$ cat src/rtl/io_pkg.sv
// Shared register map, SR/CR bit positions and FSM encodings for the CPU-to-peripheral I/O controller.
package io_pkg;

    localparam int unsigned REG_DIR = 0;
    localparam int unsigned REG_DOR = 1;
    localparam int unsigned REG_SR  = 2;
    localparam int unsigned REG_CR  = 3;

    localparam int unsigned SR_IN_FULL  = 0;
    localparam int unsigned SR_OUT_BUSY = 1;
    localparam int unsigned SR_WR_ERR   = 2;

    localparam int unsigned CR_IN_EN  = 0;
    localparam int unsigned CR_OUT_EN = 1;
    localparam int unsigned CR_IE_IN  = 2;
    localparam int unsigned CR_IE_OUT = 3;
    localparam int unsigned CR_W      = 4;

    typedef enum logic {
        I_IDLE = 1'b0,
        I_FULL = 1'b1
    } in_state_t;

    typedef enum logic {
        O_IDLE = 1'b0,
        O_PEND = 1'b1
    } out_state_t;

    // Writable CR bits: the interrupt enables exist only when the irq output is built.
    function automatic logic [CR_W-1:0] cr_wmask(input bit irq_en);
        logic [CR_W-1:0] m;
        m = '0;
        m[CR_IN_EN]  = 1'b1;
        m[CR_OUT_EN] = 1'b1;
        m[CR_IE_IN]  = irq_en;
        m[CR_IE_OUT] = irq_en;
        return m;
    endfunction

endpackage

$ cat src/rtl/io_out_chan.sv
// Output channel: holds DOR and sequences the out_valid/out_ready handshake, flagging rejected writes in wr_err.
module io_out_chan
    import io_pkg::*;
#(
    parameter int DATA_W = 32
) (
    input  logic              clk,
    input  logic              rst_n,
    input  logic              dor_we,
    input  logic [DATA_W-1:0] wdata,
    input  logic              out_en,
    input  logic              out_ready,
    input  logic              err_clr,
    output logic [DATA_W-1:0] dor,
    output logic              out_busy,
    output logic              wr_err
);

    out_state_t state;

    assign out_busy = (state == O_PEND);

    always_ff @(posedge clk or negedge rst_n) begin
        if (!rst_n) begin
            state  <= O_IDLE;
            dor    <= '0;
            wr_err <= 1'b0;
        end else begin
            if (err_clr) begin
                wr_err <= 1'b0;
            end
            // A write is only taken with the channel idle and enabled; anything else is an error,
            // including a write landing on the very cycle the peripheral accepts.
            if (dor_we) begin
                if (state == O_IDLE && out_en) begin
                    dor <= wdata;
                end else begin
                    wr_err <= 1'b1;
                end
            end
            case (state)
                O_IDLE: begin
                    if (dor_we && out_en) begin
                        state <= O_PEND;
                    end
                end
                O_PEND: begin
                    if (out_ready || !out_en) begin
                        state <= O_IDLE;
                    end
                end
                default: state <= O_IDLE;
            endcase
        end
    end

endmodule

$ cat src/rtl/io_bus_ctrl.sv
// Memory-mapped I/O controller: DIR/DOR/SR/CR registers, input handshake FSM and CPU read path.
// Optional level interrupt output is built when IO_IRQ_EN is defined.
module io_bus_ctrl
    import io_pkg::*;
#(
    parameter int DATA_W = 32,
    parameter int ADDR_W = 2
) (
    input  logic              clk,
    input  logic              rst_n,
    input  logic [ADDR_W-1:0] cpu_addr,
    input  logic              cpu_re,
    input  logic              cpu_we,
    input  logic [DATA_W-1:0] cpu_wdata,
    output logic [DATA_W-1:0] cpu_rdata,
    output logic              cpu_rvalid,
    input  logic              in_valid,
    input  logic [DATA_W-1:0] in_data,
    output logic              in_ack,
    output logic              out_valid,
    output logic [DATA_W-1:0] out_data,
    input  logic              out_ready
`ifdef IO_IRQ_EN
    ,
    output logic              irq
`endif
);

`ifdef IO_IRQ_EN
    localparam logic [CR_W-1:0] CR_WMASK = cr_wmask(1'b1);
`else
    localparam logic [CR_W-1:0] CR_WMASK = cr_wmask(1'b0);
`endif

    in_state_t         in_state;
    logic [DATA_W-1:0] dir;
    logic [CR_W-1:0]   cr;
    logic [DATA_W-1:0] rd_mux;
    logic              rd_acc;
    logic              rd_dir;
    logic              wr_dor;
    logic              wr_sr;
    logic              wr_cr;
    logic              in_full;
    logic              out_busy;
    logic              wr_err;

    // Write has priority: a cycle with both strobes is a write only.
    assign rd_acc  = cpu_re & ~cpu_we;
    assign rd_dir  = rd_acc & (cpu_addr == ADDR_W'(REG_DIR));
    assign wr_dor  = cpu_we & (cpu_addr == ADDR_W'(REG_DOR));
    assign wr_sr   = cpu_we & (cpu_addr == ADDR_W'(REG_SR));
    assign wr_cr   = cpu_we & (cpu_addr == ADDR_W'(REG_CR));
    assign in_full = (in_state == I_FULL);

    always_ff @(posedge clk or negedge rst_n) begin
        if (!rst_n) begin
            in_state <= I_IDLE;
            dir      <= '0;
            in_ack   <= 1'b0;
        end else begin
            in_ack <= 1'b0;
            case (in_state)
                I_IDLE: begin
                    if (cr[CR_IN_EN] && in_valid) begin
                        dir      <= in_data;
                        in_ack   <= 1'b1;
                        in_state <= I_FULL;
                    end
                end
                I_FULL: begin
                    if (rd_dir) begin
                        in_state <= I_IDLE;
                    end
                end
                default: in_state <= I_IDLE;
            endcase
        end
    end

    always_ff @(posedge clk or negedge rst_n) begin
        if (!rst_n) begin
            cr <= '0;
        end else if (wr_cr) begin
            cr <= cpu_wdata[CR_W-1:0] & CR_WMASK;
        end
    end

    io_out_chan #(
        .DATA_W (DATA_W)
    ) u_out_chan (
        .clk       (clk),
        .rst_n     (rst_n),
        .dor_we    (wr_dor),
        .wdata     (cpu_wdata),
        .out_en    (cr[CR_OUT_EN]),
        .out_ready (out_ready),
        .err_clr   (wr_sr & cpu_wdata[SR_WR_ERR]),
        .dor       (out_data),
        .out_busy  (out_busy),
        .wr_err    (wr_err)
    );

    assign out_valid = out_busy;

    always_comb begin
        rd_mux = '0;
        if (cpu_addr == ADDR_W'(REG_DIR)) begin
            rd_mux = dir;
        end else if (cpu_addr == ADDR_W'(REG_DOR)) begin
            rd_mux = out_data;
        end else if (cpu_addr == ADDR_W'(REG_SR)) begin
            rd_mux[SR_IN_FULL]  = in_full;
            rd_mux[SR_OUT_BUSY] = out_busy;
            rd_mux[SR_WR_ERR]   = wr_err;
        end else begin
            rd_mux[CR_W-1:0] = cr;
        end
    end

    // --- read response stage: data and valid one cycle after the strobe ---
    always_ff @(posedge clk or negedge rst_n) begin
        if (!rst_n) begin
            cpu_rdata  <= '0;
            cpu_rvalid <= 1'b0;
        end else begin
            cpu_rvalid <= rd_acc;
            if (rd_acc) begin
                cpu_rdata <= rd_mux;
            end
        end
    end

`ifdef IO_IRQ_EN
    always_ff @(posedge clk or negedge rst_n) begin
        if (!rst_n) begin
            irq <= 1'b0;
        end else begin
            irq <= (cr[CR_IE_IN] & in_full) |
                   (cr[CR_IE_OUT] & ~out_busy & cr[CR_OUT_EN]);
        end
    end
`endif

endmodule

$ cat config.mk
export PLATFORM = sky130hd
export DESIGN_NAME = io_bus_ctrl
export DESIGN_NICKNAME = d
export VERILOG_FILES = /design/src/rtl/io_pkg.sv /design/src/rtl/io_out_chan.sv /design/src/rtl/io_bus_ctrl.sv
export SDC_FILE = /design/constraint.sdc
export NUM_CORES = 1
export LEC_CHECK = 0
export ABC_AREA = 0
export ABC_CLOCK_PERIOD_IN_PS = 4250
export BUFFER_PORTS_ARGS = -buffer_cell sky130_fd_sc_hd__buf_2
export CORE_MARGIN = 3
export CORE_UTILIZATION = 54
export DETAILED_ROUTE_END_ITERATION = 8
export PLACE_DENSITY = 0.89
export SETUP_SLACK_MARGIN = 0.3
export SLEW_MARGIN = 20
export SYNTH_ARGS = -nofsm -noshare
export SYNTH_HDL_FRONTEND = slang
export SYNTH_SLANG_ARGS = --single-unit
$ cat constraint.sdc
create_clock -name clk -period 4.25 [get_ports clk]
set_clock_uncertainty 0.1 [all_clocks]
set_input_delay 0 -clock clk [delete_from_list [all_inputs] [get_ports clk]]
set_output_delay 0 -clock clk [all_outputs]
set_load 0.01 [all_outputs]
==> flow_summary.json, run 1 <==
{
  "nets": 576,
  "drc": 0,
  "cts_sinks": 103,
  "crit_family": "simple AND/OR/NAND/NOR gates",
  "start_util": 0.566,
  "mostFrequentLayoutCells": "buf_2, dfrtp_1, dlygate4sd3_1",
  "vdd_drop_max_uv": 367,
  "num_antenna_cells": 0,
  "syn_area_mm2": 0.00419,
  "period_minus_slack_ns": 2.30,
  "status": "finished clean",
  "place_ws_ns": 1.77,
  "first_global_vias": 3499,
  "p_leak_nw": 2.90,
  "swShare": 0.310,
  "htreeDepth": 3,
  "cts-root-buf": "clkbuf_8",
  "postRouteAntennaNets": 0,
  "syn_area_per_cell_um2": 14.0,
  "pin_count": 139,
  "cts_buffer_depth": 2,
  "rows": 31,
  "worstMarginPinSlew_ns": 0.847,
  "fp.dieH_um": 94.1,
  "vias_per_cell": 5.29,
  "ys.warnings.count": 0,
  "drt_first_pass_iters": 4,
  "crit_slowest_cell": "nor3_4",
  "die_x_um": 94.1,
  "final_common_cell": "buf_2",
  "p_seq_frac": 0.494,
  "area_growth_pct": 39.4,
  "pwr-share-clk": 0.215,
  "power.switching_mw": 0.987,
  "reg2reg_from": "u_out_chan.out_busy$_DFF_PN0_",
  "post_cts_buffers": 0,
  "die_area_mm2": 0.00885,
  "start_kind": "register",
  "hold_viol": 0,
  "finalSetupViolCount": 0,
  "clk_pin_slew_ns": 0.10,
  "worstPathMaxFanout": 17,
  "coreArea_mm2": 0.00741,
  "synth_cells": 300,
  "cp_num_buf_inv": 1,
  "grt_max_degree": 55,
  "power.density_mw_per_mm2": 545,
  "drt-total-wl_um": 10900,
  "grtUsageTotal": 0.256,
  "cp.arrival_ns": 2.44,
  "wl_per_cell_um": 17.9,
  "setup_ws_ns": 1.95,
  "use_met3": 0.0513,
  "cts_tree": "built",
  "clkLatencyLatePin_ns": 0.35,
  "drive_gt1_frac": 0.446,
  "drtIter0Drc": 118,
  "io_buffer_count": 138,
  "synth_fp_nets": 372,
  "gr-usage-met2": 0.481,
  "seq_area_frac_synth": 0.615,
  "min-delay-path-class": "in -> async",
  "antenna_found_initial": 0,
  "gp_congestion": 0.756,
  "gr-total-overflow": 0,
  "met1_usage": 0.280,
  "ys_seq_elements": 103,
  "setup-tns-final_ns": 0,
  "crit_type": "reg -> reg",
  "cts_buffers": 9,
  "hpwl_um": 6640,
  "maxSlewViolCount": 0,
  "reg2reg_depth": 4,
  "min_period_over_period": 0.540,
  "yosysUniqueCellTypes": 27,
  "slowest_delay_ns": 0.67,
  "relSlewSlack": 0.434,
  "grt_pass1_wl_um": 17200,
  "combPwrFrac": 0.291,
  "cp_data_required_time_ns": 4.39,
  "path_cells": "nand2b_1 -> nor3_4 -> buf_4 -> mux2_2",
  "num_vias": 3215,
  "p_int_mw": 2.20,
  "timing.rr.end": "u_out_chan.dor[9]$_DFFE_PN0P_",
  "top_usage_layer": "met2",
  "cap_violations": 0,
  "r2r_slack_ns": 1.95,
  "max_freq_mhz": 436,
  "rsz0062_at_grt": "false",
  "critical_path.endpoint_type": "register"
}
## cell families after synthesis
family          Yosys count  share of synthesized area
buf+inv                  21                     0.0296
mux                     100                      0.265
flops                   103                      0.615
compound gates           35                     0.0451
simple gates             41                     0.0454
## timing repair
action                    in CTS  in global routing
hold buffers                  68                  0
resized for setup              0                  0
hold endpoints to repair     118                  0
## power by group through the flow
stage | Clock (mW) | Sequential [mW] | Combinational (mW)
after floorplan | 0 | 1.61 | 0.442
after global placement | 0 | 1.55 | 0.823
after detailed placement | 0 | 1.58 | 0.864
after CTS | 0.692 | 1.56 | 0.915
after global routing | 0.729 | 1.61 | 1.01
final | 0.686 | 1.57 | 0.925
## metrics by stage
step,area (um2),total power [mW],hold slack (ns),utilization,cells
2_1_floorplan,4190,2.06,-0.396,-,300
3_3_place_gp,4930,2.37,-0.0546,0.666,524
3_5_place_dp,4930,2.44,-0.0525,0.666,524
4_1_cts,5840,3.17,0.0810,0.789,608
5_1_grt,5840,3.35,0.107,0.789,608
6_report,5840,3.18,0.103,0.789,608
## Yosys cell counts
master,number,area share
o31ai_1,1,0.0018
mux2i_1,30,0.072
mux2_1,6,0.016
buf_2,8,0.0096
a31oi_1,1,0.0015
o21ai_1,1,0.0012
mux4_2,2,0.011
o22a_1,1,0.0021
buf_4,1,0.0018
nand2b_1,2,0.0030
nor3_4,1,0.0039
inv_1,3,0.0027
nor2_1,2,0.0018
nand3_1,2,0.0024
nand2b_4,1,0.0033
o21ai_0,28,0.033
a21oi_1,1,0.0012
nand2_2,1,0.0015
o21bai_1,1,0.0018
a31o_2,1,0.0021
clkbuf_1,4,0.0036
clkbuf_2,1,0.0012
nand2_1,31,0.028
nand3b_1,1,0.0018
dfrtp_1,103,0.61
buf_6,4,0.011
mux2_2,62,0.17
## worst reg2reg max path, stage by stage (launching register included)
cell and delay (ns):
dfrtp_1 0.42, nand2b_1 0.21, nor3_4 0.67, buf_4 0.40, mux2_2 0.38
## final cells by class
cell class | instances | area (um2)
Clock buffer | 10 | 138
Fill cell | 430 | 1560
Multi-Input combinational cell | 176 | 1490
Tap cell | 99 | 124
Inverter | 3 | 11.3
Sequential cell | 103 | 2580
Clock inverter | 6 | 92.6
Timing Repair Buffer | 211 | 1410
## metal layers
| layer | routed length (um) | part of all wire |
|---|---|---|
| met1 | 4110 | 0.38 |
| met2 | 5940 | 0.55 |
| met3 | 540 | 0.050 |
| met4 | 274 | 0.025 |
| met5 | 0 | 0 |
## flip-flops by register name, summed over array words and instances, names as in the netlist
name / flops
in_ack: 1
u_out_chan.wr_err: 1
cr: 2
u_out_chan.dor: 32
cpu_rdata: 32
in_full: 1
cpu_rvalid: 1
dir: 32
u_out_chan.out_busy: 1
## worst max-delay path by stage
| stage | end | start | cells after the start | slack (ns) |
|---|---|---|---|---|
| 4_1_cts | u_out_chan.dor[12]$_DFFE_PN0P_ | u_out_chan.out_busy$_DFF_PN0_ | 4 | 1.99 |
| 6_report | u_out_chan.dor[9]$_DFFE_PN0P_ | u_out_chan.out_busy$_DFF_PN0_ | 4 | 1.95 |
| 3_3_place_gp | u_out_chan.dor[8]$_DFFE_PN0P_ | cpu_addr[0] | 6 | 1.86 |
| 3_5_place_dp | u_out_chan.dor[12]$_DFFE_PN0P_ | cpu_addr[0] | 6 | 1.77 |
| 2_1_floorplan | u_out_chan.dor[10]$_DFFE_PN0P_ | u_out_chan.out_busy$_DFF_PN0_ | 4 | 2.66 |
| 5_1_grt | u_out_chan.dor[14]$_DFFE_PN0P_ | u_out_chan.out_busy$_DFF_PN0_ | 4 | 1.86 |
Power figures use the tool's default switching activity.
==> inputs of run 2 (changes only) <==
--- a/config.mk
+++ b/config.mk
@@ -5,13 +5,13 @@
 export SDC_FILE = /design/constraint.sdc
 export NUM_CORES = 1
 export LEC_CHECK = 0
-export ABC_AREA = 0
-export ABC_CLOCK_PERIOD_IN_PS = 4250
+export ABC_AREA = 1
+export ABC_CLOCK_PERIOD_IN_PS = 2200
 export BUFFER_PORTS_ARGS = -buffer_cell sky130_fd_sc_hd__buf_2
 export CORE_MARGIN = 3
-export CORE_UTILIZATION = 54
+export CORE_UTILIZATION = 51
 export DETAILED_ROUTE_END_ITERATION = 8
-export PLACE_DENSITY = 0.89
+export PLACE_DENSITY = 0.84
 export SETUP_SLACK_MARGIN = 0.3
 export SLEW_MARGIN = 20
 export SYNTH_ARGS = -nofsm -noshare
==> constraint.sdc (replaced) <==
create_clock -name clk -period 2.2 [get_ports clk]
set_clock_uncertainty 0.1 [all_clocks]
set_input_delay 0 -clock clk [delete_from_list [all_inputs] [get_ports clk]]
set_output_delay 0 -clock clk [all_outputs]
set_load 0.01 [all_outputs]
==> run 2 against run 1 <==
Effect of this change:
- clock power increased by 63%
- flip-flop and latch count unchanged
- via count increased by 40%
- combinational power increased by 57%
- sequential share of layout area decreased by 1.8 points
- largest cell class unchanged
- design area increased by 4.4%
- register-to-register slack got worse by 1.6 ns
==> flow_summary.json, run 2 <==
{
  "yosys-top-cells-count": "nand2_1, dfrtp_1, nand3_1",
  "synth_top_family_by_area": "simple AND/OR/NAND/NOR gates",
  "hold_viol": 0,
  "ff_latch_area_mm2": 0.00258,
  "r2r_slack_ns": 0.36,
  "cap_violations": 0,
  "fin_cells": 823,
  "die_x_um": 98.1,
  "relSlewSlack": 0.577,
  "cts_buffers": 9,
  "stdcell_area_mm2": 0.00610,
  "pin_count": 139,
  "p_leak_nw": 3.31,
  "crit_slowest_cell": "dlygate4sd3_1",
  "cp.arrival_ns": 2.09,
  "power.density_mw_per_mm2": 886,
  "max_freq_mhz": 514,
  "synth_cells": 504,
  "period_minus_slack_ns": 1.94,
  "seq_area_frac_synth": 0.596,
  "synth_edf_count": 0,
  "crit_type": "in -> reg",
  "vdd_drop_max_uv": 572,
  "yosys.area.top_type": "dfrtp_1",
  "drt_first_pass_iters": 5,
  "worstPathMaxFanout": 22,
  "worstMarginPinSlew_ns": 0.634,
  "finalSetupViolCount": 0,
  "start_kind": "primary input",
  "htreeDepth": 3,
  "start_util": 0.543,
  "place_inst": 724,
  "synthXorXnorAreaFrac": 0,
  "die_area_mm2": 0.00962,
  "min-delay-path-class": "in -> reg",
  "gr-total-overflow": 0,
  "rsz0062_at_grt": "true",
  "crit_top_cell": "dlygate4sd3_1",
  "fp.dieH_um": 98.1,
  "area_growth_pct": 41.0,
  "grt_max_degree": 47,
  "vias_per_cell": 5.48,
  "synth_compound_area_frac": 0.00983,
  "ys_async_sr_fraction": 1.00,
  "num_antenna_cells": 0,
  "final_common_cell": "nand2_1",
  "drc": 0,
  "status": "finished clean",
  "gp_congestion": 0.861,
  "cts_tree": "built",
  "dpl-instance-area_mm2": 0.00508,
  "synth_top_cell_area_share": 0.596,
  "synth_mux_area_frac": 0,
  "antenna_found_initial": 0,
  "fill_cells": 544,
  "grt_pass1_wl_um": 21500,
  "postRouteAntennaNets": 0,
  "reg.largest.list": "cpu_rdata: 32 flops, dir: 32 flops, u_out_chan.dor: 32 flops",
  "ys_top_cells_by_area": "dfrtp_1, nand2_1, nand3_1, nand4_1, buf_2",
  "rows": 32,
  "first_global_vias": 4493,
  "setup-tns-final_ns": 0,
  "ys_seq_elements": 103,
  "min_period_over_period": 0.884,
  "num_vias": 4507,
  "io_buffer_count": 138,
  "hpwl_um": 7550,
  "critical_path.endpoint_type": "register",
  "cts_buffer_depth": 2,
  "clk_pin_slew_ns": 0.10,
  "synth-simple-area-share": 0.343,
  "clkLatencyLatePin_ns": 0.35,
  "wl_per_cell_um": 16.7,
  "drive_gt1_frac": 0.241,
  "slowest_delay_ns": 0.62,
  "multiInputGateArea_mm2": 0.00154,
  "drtIter0Drc": 320,
  "maxSlewViolCount": 0,
  "cts-root-buf": "clkbuf_8",
  "grtUsageTotal": 0.280,
  "synth.most_common_cell": "nand2_1",
  "syn_area_per_cell_um2": 8.58,
  "ys.warnings.count": 0,
  "yosysUniqueCellTypes": 18,
  "syn_area_mm2": 0.00433,
  "mostFrequentLayoutCells": "nand2_1, buf_2, dfrtp_1",
  "cts_sinks": 103,
  "synthAdderAreaFrac": 0,
  "coreArea_mm2": 0.00797,
  "drt-total-wl_um": 13800,
  "setup_ws_ns": 0.256,
  "place_ws_ns": 0.621,
  "synth_ff_type": "dfrtp_1",
  "nets": 788,
  "synth_fp_nets": 576,
  "cp_data_required_time_ns": 2.35,
  "path_cells": "dlygate4sd3_1 -> buf_2 -> buf_4 -> nand3_1 -> dlygate4sd3_1 -> nand2_1 -> o21ai_0"
}
run 2: changes by cell type in the layout (fill, tap and decap cells not counted), moves of 6 or more:
| cell | before | now |
|---|---|---|
| nand2_1 | 31 | 244 |
| nand3_1 | 2 | 67 |
| mux2_2 | 62 | 0 |
| mux2i_1 | 30 | 0 |
| nand4_1 | 0 | 28 |
| o21ai_0 | 28 | 6 |
| dlygate4sd3_1 | 68 | 80 |
| inv_1 | 3 | 11 |
| buf_4 | 6 | 12 |
| mux2_1 | 6 | 0 |
run 2: stage by stage:
stage | power, mW | utilization | hold slack, ns
after CTS | 5.36 | 0.762 | 0.0305
after global routing | 5.71 | 0.766 | 0.0790
after floorplan | 3.53 | - | -0.396
after global placement | 4.08 | 0.638 | -0.0624
after detailed placement | 4.15 | 0.638 | -0.0519
final | 5.41 | 0.766 | 0.0749
run 2: worst paths after layout:
| check | start | end | cells past startpoint |
|---|---|---|---|
| worst max-delay path | cpu_addr[0] | cr[0]$_DFFE_PN0P_ | 7 |
| worst min-delay path | cpu_re | cpu_rvalid$_DFF_PN0_ | 4 |
| min in group asynchronous | rst_n | cr[0]$_DFFE_PN0P_ | 2 |
| worst min register to register | dir[25]$_DFFE_PN0P_ | dir[25]$_DFFE_PN0P_ | 2 |
| worst max register to register | u_out_chan.out_busy$_DFF_PN0_ | u_out_chan.dor[2]$_DFFE_PN0P_ | 6 |
| max in group asynchronous | rst_n | dir[7]$_DFFE_PN0P_ | 3 |
run 2: layout make-up:
cell class / instances / area share
clock buffers: 12 / 0.0254
repair buffers: 231 / 0.265
inverters: 14 / 0.00903
clock inverters: 4 / 0.00492
multi-input cells: 357 / 0.252
well taps: 102 / 0.0209
flip-flops and latches: 103 / 0.423
run 2: power breakdown:
group | switching [mW] | internal, mW | total [mW]
Clock | 0.642 | 0.475 | 1.12
Sequential | 0.375 | 2.46 | 2.84
Combinational | 0.830 | 0.624 | 1.45
Total | 1.85 | 3.56 | 5.41
run 2: worst max-delay path: cells and delay by family:
| family | cells | cell delay (ns) |
|---|---|---|
| compound gates | 1 | 0.07 |
| simple gates | 2 | 0.21 |
| buf+inv | 4 | 1.78 |
run 2: logic make-up after synthesis:
kind of cell    after synthesis
compound gates                8
buf+inv                      45
flops                       103
simple gates                348
run 2: what timing repair did:
| item | CTS | global route |
|---|---|---|
| endpoints found under the setup margin | 0 | 9 |
| buffers inserted | 0 | 2 |
| hold buffers | 80 | 0 |
| gates resized for setup | 0 | 3 |
| hold endpoints to repair | 125 | 0 |
run 2: metal layers:
metal,GRT usage,routed length [um],vias up
met3,0.0414,1060,54
met2,0.488,7050,282
met5,0,0,-
met1,0.340,5190,2136
met4,0.134,459,0
li1,-,-,2035
==> inputs of run 3 (changes only) <==
--- a/config.mk
+++ b/config.mk
@@ -9,9 +9,9 @@
 export ABC_CLOCK_PERIOD_IN_PS = 2200
 export BUFFER_PORTS_ARGS = -buffer_cell sky130_fd_sc_hd__buf_2
 export CORE_MARGIN = 3
-export CORE_UTILIZATION = 51
+export CORE_UTILIZATION = 35
 export DETAILED_ROUTE_END_ITERATION = 8
-export PLACE_DENSITY = 0.84
+export PLACE_DENSITY = 0.63
 export SETUP_SLACK_MARGIN = 0.3
 export SLEW_MARGIN = 20
 export SYNTH_ARGS = -nofsm -noshare
==> run 3 against run 2 <==
Effect of this change:
- maximum frequency grew 11%
- count of clock-buffer cells in the layout rose by 1
- first-iteration DRC count increased by 0.63%
- sequential share of layout area fell by 0.56 points
- die area increased by 43%
- design area rose by 1.3%
- core utilization decreased by 24 points
- clock power rose by 35%
- critical path depth decreased by 1
- final cell count grew 6.4%
- flip-flop and latch count unchanged
- critical path type is now reg -> reg
- critical endpoint is now u_out_chan.dor[5]$_DFFE_PN0P_
==> flow_summary.json, run 3 (synthesis gave the netlist of run 2 again) <==
{
  "stdcell_area_mm2": 0.00618,
  "reg.largest.list": "cpu_rdata: 32 flops, dir: 32 flops, u_out_chan.dor: 32 flops",
  "place_inst": 785,
  "power.density_mw_per_mm2": 928,
  "min-delay-path-class": "in -> reg",
  "vdd_drop_max_uv": 424,
  "vias_per_cell": 4.79,
  "hold_viol": 0,
  "cts_sinks": 103,
  "nets": 779,
  "rows": 39,
  "cts_buffer_depth": 2,
  "critical_path.endpoint_type": "register",
  "die_x_um": 117,
  "first_global_vias": 4266,
  "worstMarginPinSlew_ns": 0.666,
  "maxSlewViolCount": 0,
  "area_growth_pct": 42.9,
  "post_cts_buffers": 0,
  "gp_congestion": 0.750,
  "setup-tns-final_ns": 0,
  "postRouteAntennaNets": 0,
  "status": "finished clean",
  "io_buffer_count": 138,
  "worstPathMaxFanout": 12,
  "crit_type": "reg -> reg",
  "grt_pass1_wl_um": 21100,
  "drive_gt1_frac": 0.239,
  "grtUsageTotal": 0.197,
  "rsz0062_at_grt": "false",
  "antenna_found_initial": 0,
  "start_util": 0.368,
  "final_common_cell": "nand2_1",
  "cts-root-buf": "clkbuf_16",
  "period_minus_slack_ns": 1.75,
  "cts_tree": "built",
  "reg2reg_from": "u_out_chan.out_busy$_DFF_PN0_",
  "cts_buffers": 9,
  "dpl-instance-area_mm2": 0.00515,
  "pin_count": 139,
  "coreArea_mm2": 0.0118,
  "hold_start": "cpu_addr[1]",
  "p_leak_nw": 3.33,
  "drc": 0,
  "start_kind": "register",
  "relSlewSlack": 0.555,
  "grt_max_degree": 58,
  "mostFrequentLayoutCells": "nand2_1, buf_2, dfrtp_1",
  "num_vias": 4197,
  "fin_util": 0.526,
  "drt-total-wl_um": 13000,
  "finalSetupViolCount": 0,
  "hpwl_um": 8130,
  "fin_cells": 876,
  "crit_start": "u_out_chan.out_busy$_DFF_PN0_",
  "setup_ws_ns": 0.446,
  "clkLatencyLatePin_ns": 0.34,
  "clk_pin_slew_ns": 0.07,
  "cp.arrival_ns": 1.94,
  "max_freq_mhz": 570,
  "drt_first_pass_iters": 4,
  "min_period_over_period": 0.797,
  "num_antenna_cells": 0,
  "drtIter0Drc": 322,
  "cp_data_required_time_ns": 2.39,
  "wl_per_cell_um": 14.8,
  "cap_violations": 0,
  "place_ws_ns": 0.585,
  "gr-total-overflow": 0,
  "die_area_mm2": 0.0137,
  "htreeDepth": 3,
  "fp.dieH_um": 117
}
## run 3: cell types whose count changed in the layout (fill, tap and decap cells not counted), moves of 2 or more
| cell | before | now |
|---|---|---|
| buf_4 | 12 | 10 |
| clkbuf_16 | 0 | 9 |
| clkbuf_8 | 11 | 2 |
| clkinv_2 | 0 | 2 |
| clkinvlp_4 | 4 | 1 |
| dlygate4sd3_1 | 80 | 75 |
## run 3: path summary, 6_finish.rpt
check / end / slack, ns / depth (start not counted)
worst max-delay path: u_out_chan.dor[5]$_DFFE_PN0P_ / 0.45 / 6
worst min-delay path: cr[0]$_DFFE_PN0P_ / 0.02 / 3
worst max register to register: u_out_chan.dor[5]$_DFFE_PN0P_ / 0.45 / 6
worst min register to register: dir[17]$_DFFE_PN0P_ / 0.38 / 2
max in group asynchronous: cpu_rdata[17]$_DFFE_PN0N_ / 1.14 / 3
min in group asynchronous: cpu_rdata[27]$_DFFE_PN0N_ / 0.10 / 2
## run 3: per-stage QoR
step,power [mW],hold WS [ns]
floorplan,3.53,-0.396
global placement,4.11,-0.0468
detailed placement,4.17,-0.0404
CTS,5.79,0.00285
global route,6.12,0.0446
finish,5.74,0.0242
## run 3: final cells by class
class                      instances  area [um2]
clock buffer                      13         260
tap                              164         205
fill                            1070        5580
sequential                       103        2580
multi-input combinational        356        1540
timing repair buffer             223        1530
inverter                          14        52.6
clock inverter                     3        17.5
## run 3: metal layers
metal  share of wire  track usage
met1            0.45        0.262
met2            0.47        0.324
met3           0.068       0.0396
met4           0.017       0.0665
met5               0            0
## run 3: critical path: stages (launching register included)
cell	delay (ns)
dfrtp_1	0.38
inv_1	0.07
nand2_1	0.09
nor2_4	0.28
nand2_1	0.11
dlygate4sd3_1	0.59
nand2_1	0.07
## run 3: timing repair
item                                   4_1_cts  5_1_grt
endpoints found under the hold margin      114        0
gates resized for setup                      0        0
hold buffers                                75        0
## run 3: report_power, final
group	leakage (nW)	switching [mW]	total [mW]	internal (mW)
combinational	1.88	0.787	1.40	0.612
clock	0.136	0.682	1.51	0.827
sequential	1.31	0.366	2.83	2.46
